$ cat src/rtl/uart_rx_cfg.sv
// uart_rx_cfg: oversampling UART receiver with 3-sample majority voting, optional parity and
// second stop bit, error/overrun pulses and a one-entry valid/ready holding register.
// Define UART_RX_BREAK_DET_EN to enable break detection (break_det plus a wait-for-idle state).
module uart_rx_cfg #(
    parameter int unsigned DATA_W      = 8,
    parameter int unsigned PRESCALE_W  = 6,
    parameter int unsigned SYNC_STAGES = 2
) (
    input  logic                  clk,
    input  logic                  reset,
    input  logic                  RX_IN,
    input  logic [PRESCALE_W-1:0] Prescale,
    input  logic                  PAR_EN,
    input  logic                  PAR_TYP,
    input  logic                  STOP2,
    output logic [DATA_W-1:0]     P_DATA,
    output logic                  data_valid,
    input  logic                  data_ready,
    output logic                  par_err,
    output logic                  stp_err,
    output logic                  overrun,
    output logic                  break_det,
    output logic                  busy
);

    localparam int unsigned BitCntW = $clog2(DATA_W);
    localparam logic [BitCntW-1:0] LastBit = BitCntW'(DATA_W - 1);

    typedef enum logic [2:0] {
        StIdle,
        StStart,
        StData,
        StParity,
        StStop1,
        StStop2,
        StWaitIdle
    } state_e;

    state_e                  state_q;
    logic [SYNC_STAGES-1:0]  sync_q;
    logic [PRESCALE_W-1:0]   presc_q;
    logic [PRESCALE_W-1:0]   edge_cnt_q;
    logic [BitCntW-1:0]      bit_cnt_q;
    logic [DATA_W-1:0]       shift_q;
    logic                    s1_q, s2_q;
    logic                    par_en_q, par_typ_q, stop2_q;
    logic                    par_bad_q, stp_bad_q, done_q;
`ifdef UART_RX_BREAK_DET_EN
    logic                    all_zero_q, brk_q;
`endif

    logic                    rx_s, maj;
    logic                    at_s1, at_s2, at_s3, at_end;
    logic [PRESCALE_W-1:0]   half, presc_in;

    assign rx_s = sync_q[SYNC_STAGES-1];
    assign half = {1'b0, presc_q[PRESCALE_W-1:1]};

    assign at_s1  = (edge_cnt_q == half - PRESCALE_W'(1));
    assign at_s2  = (edge_cnt_q == half);
    assign at_s3  = (edge_cnt_q == half + PRESCALE_W'(1));
    assign at_end = (edge_cnt_q == presc_q - PRESCALE_W'(1));

    // Third sample is taken live so the vote lands on the P/2+1 edge itself.
    assign maj = (s1_q & s2_q) | (s1_q & rx_s) | (s2_q & rx_s);

    always_comb begin
        presc_in = {Prescale[PRESCALE_W-1:1], 1'b0};
        if (Prescale < PRESCALE_W'(8)) begin
            presc_in = PRESCALE_W'(8);
        end
    end

`ifndef UART_RX_BREAK_DET_EN
    assign break_det = 1'b0;
`endif

    always_ff @(posedge clk or posedge reset) begin
        if (reset) begin
            state_q    <= StIdle;
            sync_q     <= '1;
            presc_q    <= PRESCALE_W'(8);
            edge_cnt_q <= '0;
            bit_cnt_q  <= '0;
            shift_q    <= '0;
            s1_q       <= 1'b1;
            s2_q       <= 1'b1;
            par_en_q   <= 1'b0;
            par_typ_q  <= 1'b0;
            stop2_q    <= 1'b0;
            par_bad_q  <= 1'b0;
            stp_bad_q  <= 1'b0;
            done_q     <= 1'b0;
            P_DATA     <= '0;
            data_valid <= 1'b0;
            par_err    <= 1'b0;
            stp_err    <= 1'b0;
            overrun    <= 1'b0;
            busy       <= 1'b0;
`ifdef UART_RX_BREAK_DET_EN
            all_zero_q <= 1'b0;
            brk_q      <= 1'b0;
            break_det  <= 1'b0;
`endif
        end else begin
            sync_q  <= {sync_q[SYNC_STAGES-2:0], RX_IN};
            par_err <= 1'b0;
            stp_err <= 1'b0;
            overrun <= 1'b0;
            done_q  <= 1'b0;
`ifdef UART_RX_BREAK_DET_EN
            break_det <= 1'b0;
`endif

            if (data_valid && data_ready) begin
                data_valid <= 1'b0;
            end

            // Frame completion, one cycle after the final stop decision.
            if (done_q) begin
`ifdef UART_RX_BREAK_DET_EN
                if (brk_q) begin
                    break_det <= 1'b1;
                end else
`endif
                if (par_bad_q || stp_bad_q) begin
                    par_err <= par_bad_q;
                    stp_err <= stp_bad_q;
                end else if (!data_valid || data_ready) begin
                    P_DATA     <= shift_q;
                    data_valid <= 1'b1;
                end else begin
                    overrun <= 1'b1;
                end
            end

            if (at_s1) s1_q <= rx_s;
            if (at_s2) s2_q <= rx_s;

            if (state_q inside {StStart, StData, StParity, StStop1, StStop2}) begin
                edge_cnt_q <= at_end ? '0 : edge_cnt_q + PRESCALE_W'(1);
            end

            case (state_q)
                // Level-sensitive so a line still low after a failed frame re-arms at once.
                StIdle: begin
                    if (!rx_s) begin
                        state_q    <= StStart;
                        busy       <= 1'b1;
                        edge_cnt_q <= '0;
                        bit_cnt_q  <= '0;
                        presc_q    <= presc_in;
                        par_en_q   <= PAR_EN;
                        par_typ_q  <= PAR_TYP;
                        stop2_q    <= STOP2;
                        par_bad_q  <= 1'b0;
                        stp_bad_q  <= 1'b0;
`ifdef UART_RX_BREAK_DET_EN
                        all_zero_q <= 1'b1;
                        brk_q      <= 1'b0;
`endif
                    end
                end
                StStart: begin
                    if (at_s3 && maj) begin
                        state_q <= StIdle;
                        busy    <= 1'b0;
                    end else if (at_end) begin
                        state_q <= StData;
                    end
                end
                StData: begin
                    if (at_s3) begin
                        shift_q <= {maj, shift_q[DATA_W-1:1]};
`ifdef UART_RX_BREAK_DET_EN
                        if (maj) all_zero_q <= 1'b0;
`endif
                    end
                    if (at_end) begin
                        bit_cnt_q <= bit_cnt_q + BitCntW'(1);
                        if (bit_cnt_q == LastBit) begin
                            state_q <= par_en_q ? StParity : StStop1;
                        end
                    end
                end
                StParity: begin
                    if (at_s3) begin
                        if (maj != (^shift_q ^ par_typ_q)) par_bad_q <= 1'b1;
`ifdef UART_RX_BREAK_DET_EN
                        if (maj) all_zero_q <= 1'b0;
`endif
                    end
                    if (at_end) begin
                        state_q <= StStop1;
                    end
                end
                StStop1: begin
                    if (at_s3) begin
                        if (!maj) stp_bad_q <= 1'b1;
                        if (!stop2_q) begin
                            done_q  <= 1'b1;
                            state_q <= StIdle;
                            busy    <= 1'b0;
                        end
`ifdef UART_RX_BREAK_DET_EN
                        if (all_zero_q && !maj) begin
                            brk_q      <= 1'b1;
                            done_q     <= 1'b1;
                            state_q    <= StWaitIdle;
                            busy       <= 1'b1;
                            edge_cnt_q <= '0;
                        end
`endif
                    end else if (at_end) begin
                        state_q <= StStop2;
                    end
                end
                StStop2: begin
                    if (at_s3) begin
                        if (!maj) stp_bad_q <= 1'b1;
                        done_q  <= 1'b1;
                        state_q <= StIdle;
                        busy    <= 1'b0;
                    end
                end
`ifdef UART_RX_BREAK_DET_EN
                // Needs one full bit time of continuous idle before re-arming.
                StWaitIdle: begin
                    if (!rx_s) begin
                        edge_cnt_q <= '0;
                    end else if (at_end) begin
                        state_q <= StIdle;
                        busy    <= 1'b0;
                    end else begin
                        edge_cnt_q <= edge_cnt_q + PRESCALE_W'(1);
                    end
                end
`endif
                default: begin
                    state_q <= StIdle;
                    busy    <= 1'b0;
                end
            endcase
        end
    end

endmodule

$ cat config.mk
export PLATFORM = sky130hd
export DESIGN_NAME = uart_rx_cfg
export DESIGN_NICKNAME = d
export VERILOG_FILES = /design/src/rtl/uart_rx_cfg.sv
export SDC_FILE = /design/constraint.sdc
export NUM_CORES = 1
export LEC_CHECK = 0
export CAP_MARGIN = 25
export CORE_MARGIN = 3
export CORE_UTILIZATION = 49
export CTS_BUF_LIST = sky130_fd_sc_hd__clkbuf_4
export CTS_CLUSTER_SIZE = 16
export DETAILED_ROUTE_END_ITERATION = 10
export PLACE_DENSITY_LB_ADDON = 0.08
export SLEW_MARGIN = 25
export SYNTH_ARGS = -nofsm -noshare
export SYNTH_HDL_FRONTEND = slang
export SYNTH_SLANG_ARGS = --single-unit
export TNS_END_PERCENT = 50
$ cat constraint.sdc
create_clock -name clk -period 3.2 [get_ports clk]
set_input_delay 0.8 -clock clk [delete_from_list [all_inputs] [get_ports clk]]
set_output_delay 0.8 -clock clk [all_outputs]
set_load 0.01 [all_outputs]
==> results of run 1 <==
==> critical path: cells and delay by family, from the launching register on <==
kind | cells | cell delay [ns]
DFF | 1 | 0.48
and+or+nand+nor | 4 | 1.26
muxes | 1 | 0.38
adders and majority gates | 1 | 0.25
AOI/OAI and AO/OA | 1 | 0.42
==> layer usage <==
layer,global-route usage,wire [µm],part of all wire,vias to the layer above
li1,-,-,-,944
met1,0.230,2310,0.47,917
met2,0.317,2390,0.48,35
met3,0.0374,195,0.039,6
met4,0.0647,67,0.014,0
met5,0,0,0,-
==> area by class of cell <==
type / instances / area [µm²]
Fill cell: 448 / 1960
Multi-Input combinational cell: 193 / 1290
Sequential cell: 48 / 1210
Timing Repair Buffer: 29 / 278
Tap cell: 67 / 83.8
Clock buffer: 5 / 37.5
Inverter: 9 / 33.8
Clock inverter: 3 / 18.8
==> registers in the layout, indices dropped and copies added, names as in the netlist, 2 cells and up <==
| register | count |
|---|---|
| bit_cnt_q | 3 |
| state_q | 3 |
| edge_cnt_q | 6 |
| presc_q | 5 |
| shift_q | 8 |
| sync_q | 2 |
| P_DATA | 8 |
==> worst min path at each step <==
stage	end	cells past startpoint
floorplan	sync_q[1]	0
CTS	sync_q[1]	0
detailed placement	sync_q[1]	0
finish	sync_q[1]	0
global placement	sync_q[1]	0
global route	sync_q[1]	0
==> per-stage QoR <==
stage / cells / utilization
2_1_floorplan: 264 / -
5_1_grt: 354 / 0.601
3_5_place_dp: 346 / 0.590
6_report: 354 / 0.601
3_3_place_gp: 346 / 0.590
4_1_cts: 354 / 0.601
==> power by group <==
| part | switching (W) | leakage, nW | internal (W) |
|---|---|---|---|
| Clock | 0.000196 | 0.0249 | 0.0000830 |
| Combinational | 0.000572 | 0.659 | 0.000520 |
| Sequential | 0.000247 | 0.628 | 0.000769 |
==> cells by family after synthesis <==
family,after synthesis,synth area share
and+or+nand+nor,96,0.178
DFF,48,0.465
AOI/OAI and AO/OA,40,0.105
xor gates and xnor gates,31,0.105
buffers and inverters,23,0.0376
muxes,20,0.0848
adders and majority gates,5,0.0241
other,1,0.00144
==> synth_stat cells, drive strengths merged (2+ instances only) <==
| cell type | count | area share |
|---|---|---|
| nor2b | 5 | 0.012 |
| dfrtp | 43 | 0.41 |
| nand2 | 32 | 0.046 |
| o21ai | 12 | 0.023 |
| dfstp | 5 | 0.051 |
| or2 | 3 | 0.0072 |
| o311ai | 2 | 0.0067 |
| xnor2 | 20 | 0.067 |
| mux2 | 16 | 0.069 |
| a21o | 2 | 0.0058 |
| o211ai | 2 | 0.0058 |
| nor3 | 8 | 0.020 |
| nand4 | 3 | 0.0072 |
| o22ai | 2 | 0.0048 |
| and2 | 2 | 0.0048 |
| ha | 5 | 0.024 |
| a21oi | 5 | 0.0096 |
| nor2 | 22 | 0.032 |
| clkbuf | 6 | 0.0087 |
| inv | 9 | 0.013 |
| mux2i | 4 | 0.015 |
| or3 | 3 | 0.0072 |
| nor4 | 2 | 0.0048 |
| nor3b | 2 | 0.0058 |
| xor2 | 11 | 0.037 |
| buf | 8 | 0.016 |
| nand3 | 10 | 0.019 |
==> summary.txt, run 1 <==
STA
  – Final Hold Fails: 0
  – RSZ-0062 raised after global routing: no
  – Final Setup Violations: 0
  – Max-Slew Margin vs Limit: 0.612
  – Min Tclk post-route: just under 3 ns
  – Setup TNS Final: 0 ns
  – Pins Over Slew Limit: 0
  – Hold Slack: between 0.3 and 0.4 ns
  – Final period utilization: 0.905
  – Worst-Margin Slew: a little under 0.6 ns
  – Final WS setup: just over 0.3 ns
  – Clk_skew: roughly 0.0094 ns
  – FMAX: roughly 350 MHz

Worst setup path
  – Slowest CP cell: dfrtp_1
  – Crit path cell chain: ha_1 -> nor2b_1 -> or3_1 -> a311o_1 -> or2_1 -> nor3_4 -> mux2_2
  – R2R setup slack: 0.30 ns
  – Crit path launch: presc_q[2]
  – Worst stage delay on the critical path: around 0.48 ns
  – Worst r2r dst: shift_q[4]
  – Crit path required time: 3.46 ns
  – Reg2reg start: presc_q[2]
  – Kind of critical path: reg2reg
  – Worst reg2reg path depth: 7
  – CP endpoint kind: register
  – Worst Setup EP: shift_q[4]
  – Critical-path maximum fanout: 8
  – Critical path arrival: about 3.2 ns
  – Nature of the critical path startpoint: register

Clock tree
  – Clock-pin slew on the worst setup and hold paths: between 0.1 and 0.15 ns
  – Clock sinks: 48
  – Clk Tree Root Cell: clkbuf_4
  – CTS tree: yes
  – H-tree level count: 2
  – Postcts setup bufs: 0
  – Hold buffers post-CTS: 0
  – Number of buffers created by CTS: 5
  – Clock buffer depth: 2
  – Post-CTS Resized: 0
  – Worst skew pair latency: around 0.36 ns

Synth
  – Seq/Total Area, Yosys: 0.465
  – Mapped cell area: approximately 2600 µm²
  – Asr flop ratio synth: 1.00
  – Warnings, synthesis: 0
  – Main flop type after synthesis: dfrtp_1
  – FF+latch count, synth: 48
  – Synth unique cells: between 50 and 60
  – EDFF count, synth: 0
  – Avg Cell Area, Syn: between 9 and 10 µm²
  – Syn_nets: between 200 and 300
  – Gate Count Post-Synth: 264

Final layout
  – Fin nets: around 300
  – Commonest non-fill, non-tap cells in the layout: dfrtp_1, nand2_1, clkdlybuf4s50_1
  – Diodes inserted: 0
  – Final Instance Area: just under 3000 µm²
  – Area grow syn2layout: 13.6%
  – Share of layout cells above drive strength 1: 0.132
  – Most common cell after layout, fill and taps aside: dfrtp_1

Global routing
  – Grt total ovfl: 0
  – Largest net degree at the start of global routing: around 50
  – Global-route wire length before repair: a little over 9000 µm
  – Initial antenna violation count: 0
  – Vias in the first global route: 1945
  – GRT Total Usage: 0.184

Min path
  – Hold_sp: sync_q[0]
  – Worst min path class: reg2reg

Drt
  – Mean routed wirelength per cell: 14.0 µm
  – Via density: between 5 and 6
  – Overall routed net length: 4960 µm
  – Iter 0 DRT Violations: 65
  – Antenna Nets Post-Route: 0
  – Vias: approximately 1900
  – Detailed Routing Iterations Pass 1: 4
  – Drc violations: 0

Floorplan
  – Site Rows: 25
  – I/O Pins: 27
  – Die area: roughly 6200 µm²
  – Initial Util: 0.529
  – Core area: ~5000 µm²
  – Die width: between 70 and 80 µm
  – Die H: between 70 and 80 µm

Run
  – Max_cap viols: 0

Run status
  – Status: finished clean

Placement
  – Place WS: between 0.3 and 0.4 ns
  – I/O Buffers: 24
  – Placer congestion estimate: about 0.87
  – Placed inst area: between 2000 and 3000 µm²
  – Dpl hpwl: roughly 3600 µm

Pwr
  – Max VDD drop: ~0.36 mV
  – PwrDens: a little over 800 nW/µm²
  – Leakage power figure: between 1 and 1.5 nW
  – Total Power: approximately 0.0024 W
No activity file was read; power rests on OpenSTA's default activity.
==> run 2: changes to the inputs <==
--- a/config.mk
+++ b/config.mk
@@ -12,6 +12,7 @@
 export CTS_CLUSTER_SIZE = 16
 export DETAILED_ROUTE_END_ITERATION = 10
 export PLACE_DENSITY_LB_ADDON = 0.08
+export REMOVE_ABC_BUFFERS = 1
 export SLEW_MARGIN = 25
 export SYNTH_ARGS = -nofsm -noshare
 export SYNTH_HDL_FRONTEND = slang
==> run 2 against run 1 <==
  * Total power rose by 6.7%
  * Worst hold slack improved by 0.0019 ns
  * Sequential power barely moved
  * Fmax rose by 0.38%
  * Clock skew rose by 0.0062 ns
  * Wire length fell by 1.4%
  * Global-route usage fell by 1.2 points
  * Via count fell by 1.8%
  * Sequential share of layout area fell by 0.75 points
  * Die area did not move
  * Non-clock buffer count fell by 1
==> summary.txt, run 2 (same netlist as run 1, synthesis figures left out) <==
Run status
  – Status: finished clean

STA
  – Max-Slew Margin vs Limit: 0.618
  – Clk_skew: 0.0156 ns
  – Final period utilization: 0.902
  – FMAX: about 350 MHz
  – Pins Over Slew Limit: 0
  – Min Tclk post-route: around 2.9 ns
  – Setup TNS Final: 0 ns
  – Final Hold Fails: 0
  – Final Setup Violations: 0
  – Worst-Margin Slew: ~0.57 ns
  – RSZ-0062 raised after global routing: no

Final layout
  – Area grow syn2layout: 15.8%
  – Commonest non-fill, non-tap cells in the layout: dfrtp_1, nand2_1, clkdlybuf4s50_1
  – Share of layout cells above drive strength 1: 0.133
  – Final Instance Area: 3010 µm²
  – Top Registers: P_DATA (8), shift_q (8), edge_cnt_q (6)
  – Diodes inserted: 0
  – Most common cell after layout, fill and taps aside: dfrtp_1
  – Cell Count, Final, Fillers Out: between 300 and 400
  – Fin util: 0.612
  – Fin nets: around 300

Clock tree
  – Clock-pin slew on the worst setup and hold paths: about 0.14 ns
  – Post-CTS Resized: 0
  – Postcts setup bufs: 0
  – Hold buffers post-CTS: 0
  – H-tree level count: 2
  – Number of buffers created by CTS: 5
  – Clock sinks: 48
  – Clk Tree Root Cell: clkbuf_4
  – CTS tree: yes
  – Clock buffer depth: 2
  – Worst skew pair latency: 0.37 ns

Floorplan
  – Die H: between 70 and 80 µm
  – Core area: a little under 5000 µm²
  – Site Rows: 25
  – Die width: a little under 80 µm
  – Die area: 6210 µm²
  – I/O Pins: 27
  – Initial Util: 0.529

Placement
  – Placer congestion estimate: between 0.8 and 0.9
  – I/O Buffers: 24
  – Dpl hpwl: about 3500 µm
  – Placed inst area: around 2900 µm²
  – DP Cell Count: roughly 350

Worst setup path
  – Kind of critical path: reg2reg
  – Crit path launch: presc_q[2]
  – Nature of the critical path startpoint: register
  – CP endpoint kind: register
  – Reg2reg start: presc_q[2]
  – Critical-path maximum fanout: 8
  – Crit path required time: ~3.5 ns
  – Worst r2r dst: shift_q[6]
  – Critical path arrival: 3.14 ns
  – Worst Setup EP: shift_q[6]
  – R2R setup slack: about 0.32 ns
  – Worst reg2reg path depth: 8

Drt
  – Drc violations: 0
  – Iter 0 DRT Violations: 150
  – Detailed Routing Iterations Pass 1: 4
  – Mean routed wirelength per cell: about 14 µm
  – Antenna Nets Post-Route: 0
  – Overall routed net length: ~4900 µm
  – Via density: between 5 and 6
  – Vias: 1867

Global routing
  – Global-route wire length before repair: around 8500 µm
  – Largest net degree at the start of global routing: 26
  – Grt total ovfl: 0
  – Vias in the first global route: around 1800
  – GRT Total Usage: 0.172
  – Initial antenna violation count: 0

Run
  – Max_cap viols: 0

Pwr
  – Leakage power figure: about 1.3 nW
  – Total Power: approximately 0.0025 W
  – PwrDens: between 800 and 900 nW/µm²
  – Max VDD drop: 0.455 mV

Min path
  – Worst min path class: reg2reg
==> run 2: metrics by stage <==
step | hold slack (ns) | setup slack [ns]
final | 0.368 | 0.315
after global routing | 0.371 | 0.177
after CTS | 0.369 | 0.309
after detailed placement | 0.349 | 0.330
after global placement | 0.346 | 0.361
after floorplan | 0.345 | 0.547
==> run 2: routing by layer <==
metal  track usage  up-vias  share of wire
li1              -      953              -
met1         0.239      870           0.49
met2         0.269       39           0.45
met3        0.0317        5          0.045
met4        0.0647        0          0.011
met5             0        -              0
==> run 2: area by class of cell <==
cell class,instances,area [µm²]
sequential,48,1210
tap,67,83.8
clock buffer,5,37.5
multi-input combinational,193,1290
timing repair buffer,28,283
inverter,9,33.8
fill,428,1900
clock inverter,3,68.8
==> run 2: how the worst min path moves through the flow <==
stage	start	depth (start not counted)	end	slack, ns
after floorplan	sync_q[0]	0	sync_q[1]	0.35
after global placement	sync_q[0]	0	sync_q[1]	0.35
after detailed placement	sync_q[0]	0	sync_q[1]	0.35
after CTS	sync_q[0]	0	sync_q[1]	0.37
after global routing	sync_q[0]	0	sync_q[1]	0.37
final	sync_q[0]	0	sync_q[1]	0.37
==> run 2: where the power goes <==
part           internal, W  switching (W)
Clock             0.000246       0.000203
Combinational     0.000515       0.000561
Sequential        0.000768       0.000255
==> run 2: critical path: stages (launching register included) <==
cell	delay [ns]
dfrtp_1	0.50
inv_1	0.09
ha_1	0.32
xnor2_1	0.19
o211ai_1	0.13
a311o_1	0.40
or2_1	0.34
nor3_4	0.43
mux2_2	0.39
==> run 3: changes to the inputs <==
--- a/config.mk
+++ b/config.mk
@@ -11,7 +11,7 @@
 export CTS_BUF_LIST = sky130_fd_sc_hd__clkbuf_4
 export CTS_CLUSTER_SIZE = 16
 export DETAILED_ROUTE_END_ITERATION = 10
-export PLACE_DENSITY_LB_ADDON = 0.08
+export PLACE_DENSITY = 0.7
 export REMOVE_ABC_BUFFERS = 1
 export SLEW_MARGIN = 25
 export SYNTH_ARGS = -nofsm -noshare
==> run 3 against run 2 <==
  * Non-clock buffer count grew 1
  * Combinational power about the same
  * Fmax decreased by 0.20%
  * Critical path type unchanged
  * Die area is the same
  * Design area fell by 1.4%
  * Worst hold slack worse by 0.0014 ns
  * Clock power decreased by 37%
  * Largest cell class unchanged
  * Critical path depth unchanged
  * Sequential power about the same
  * Total power decreased by 5.8%
==> summary.txt, run 3 (same netlist as run 1, synthesis figures left out) <==
Run status
  – Status: finished clean

Drt
  – Mean routed wirelength per cell: between 10 and 15 µm
  – Via density: roughly 5.3
  – Drc violations: 0
  – Vias: ~1900
  – Overall routed net length: 5050 µm
  – Iter 0 DRT Violations: 139
  – Detailed Routing Iterations Pass 1: 4
  – Antenna Nets Post-Route: 0

Worst setup path
  – Nature of the critical path startpoint: register
  – Crit path cell chain: inv_1 -> ha_1 -> xnor2_1 -> o211ai_1 -> a311o_1 -> or2_1 -> nor3_4 -> mux2_2
  – Crit path required time: 3.47 ns
  – Kind of critical path: reg2reg
  – Critical path arrival: about 3.2 ns
  – Worst stage delay on the critical path: around 0.53 ns
  – CP endpoint kind: register
  – WP buf/inv: 1
  – Top delay family on crit path: simple AND/OR/NAND/NOR gates
  – Critical-path maximum fanout: 8
  – Slowest CP cell: dfrtp_1

STA
  – Max-Slew Margin vs Limit: 0.626
  – Clk_skew: 0.00784 ns
  – Final Hold Fails: 0
  – RSZ-0062 raised after global routing: no
  – FMAX: between 300 and 400 MHz
  – Setup TNS Final: 0 ns
  – Final Setup Violations: 0
  – Min Tclk post-route: between 2 and 3 ns
  – Worst-Margin Slew: 0.556 ns
  – Final period utilization: 0.903
  – Pins Over Slew Limit: 0

Placement
  – Dpl hpwl: roughly 3700 µm
  – I/O Buffers: 24
  – DP Cell Count: ~350
  – Placer congestion estimate: around 0.87

Final layout
  – Commonest non-fill, non-tap cells in the layout: dfrtp_1, nand2_1, clkdlybuf4s50_1
  – Most common cell after layout, fill and taps aside: dfrtp_1
  – Fin util: 0.604
  – Top Registers: P_DATA (8), shift_q (8), edge_cnt_q (6)
  – Share of layout cells above drive strength 1: 0.132
  – Area grow syn2layout: 14.2%
  – Cell Count, Final, Fillers Out: 354
  – Diodes inserted: 0
  – Fillers: 447
  – Fin nets: 304

Clock tree
  – Number of buffers created by CTS: 5
  – Worst skew pair latency: roughly 0.37 ns
  – Clk Tree Root Cell: clkbuf_4
  – Post-CTS Resized: 0
  – H-tree level count: 2
  – CTS tree: yes
  – Clock buffer depth: 2
  – Clock sinks: 48
  – Hold buffers post-CTS: 0
  – Clock-pin slew on the worst setup and hold paths: 0.13 ns
  – Postcts setup bufs: 0

Pwr
  – Leakage power figure: approximately 1.3 nW
  – Total Power: between 0.002 and 0.0025 W
  – Max VDD drop: ~0.37 mV
  – PwrDens: slightly above 800 nW/µm²

Global routing
  – Largest net degree at the start of global routing: 49
  – GRT Total Usage: 0.177
  – Global-route wire length before repair: between 8000 and 9000 µm
  – Initial antenna violation count: 0
  – Vias in the first global route: 1871
  – Grt total ovfl: 0

Floorplan
  – Die width: between 70 and 80 µm
  – Die H: just under 80 µm
  – I/O Pins: 27
  – Site Rows: 25
  – Core area: approximately 4900 µm²
  – Initial Util: 0.529
  – Die area: between 6000 and 7000 µm²

Run
  – Max_cap viols: 0

Min path
  – Worst min path class: reg2reg
-- run 3: cell count changes in the layout (fill, tap and decap cells not counted), sizes merged --
cell	delta
clkbuf	+1
clkinv	+2
inv	-1
buf	+1
bufinv	-2
-- run 3: cell type report --
type | instances | area, µm² | share of cell area
flip-flops and latches | 48 | 1210 | 0.407
clock inverters | 2 | 12.5 | 0.00422
well taps | 67 | 83.8 | 0.0283
multi-input cells | 193 | 1290 | 0.436
clock buffers | 6 | 45.0 | 0.0152
inverters | 9 | 33.8 | 0.0114
repair buffers | 29 | 290 | 0.0979
-- run 3: stage by stage --
stage / hold slack (ns) / area [µm²] / setup WS [ns]
after floorplan: 0.345 / 2530 / 0.547
after global placement: 0.350 / 2910 / 0.370
after detailed placement: 0.350 / 2910 / 0.302
after CTS: 0.369 / 2970 / 0.297
after global routing: 0.372 / 2970 / 0.157
final: 0.367 / 2970 / 0.309
-- run 3: per-layer routing --
metal | vias to the layer above | share of wire | wire (µm) | track usage
met5 | - | 0 | 0 | 0
met4 | 0 | 0.015 | 74 | 0.0577
met3 | 7 | 0.047 | 237 | 0.0340
met2 | 48 | 0.46 | 2350 | 0.284
met1 | 879 | 0.47 | 2390 | 0.242
li1 | 951 | - | - | -
-- run 3: where the power goes --
| part | internal, W | leakage [nW] | switching, W |
|---|---|---|---|
| Clock | 0.0000939 | 0.0333 | 0.000189 |
| Sequential | 0.000768 | 0.628 | 0.000257 |
| Combinational | 0.000522 | 0.663 | 0.000571 |
-- run 3: final timing paths --
kind                       cells after the start    endpoint        from  slack (ns)
min reg2reg                                    0   sync_q[1]   sync_q[0]        0.37
max reg2reg                                    8  shift_q[6]  presc_q[1]        0.31
min in group asynchronous                      3   P_DATA[2]       reset        0.77
max                                            8  shift_q[6]  presc_q[1]        0.31
max in group asynchronous                      3        s2_q       reset        2.14
min                                            0   sync_q[1]   sync_q[0]        0.37
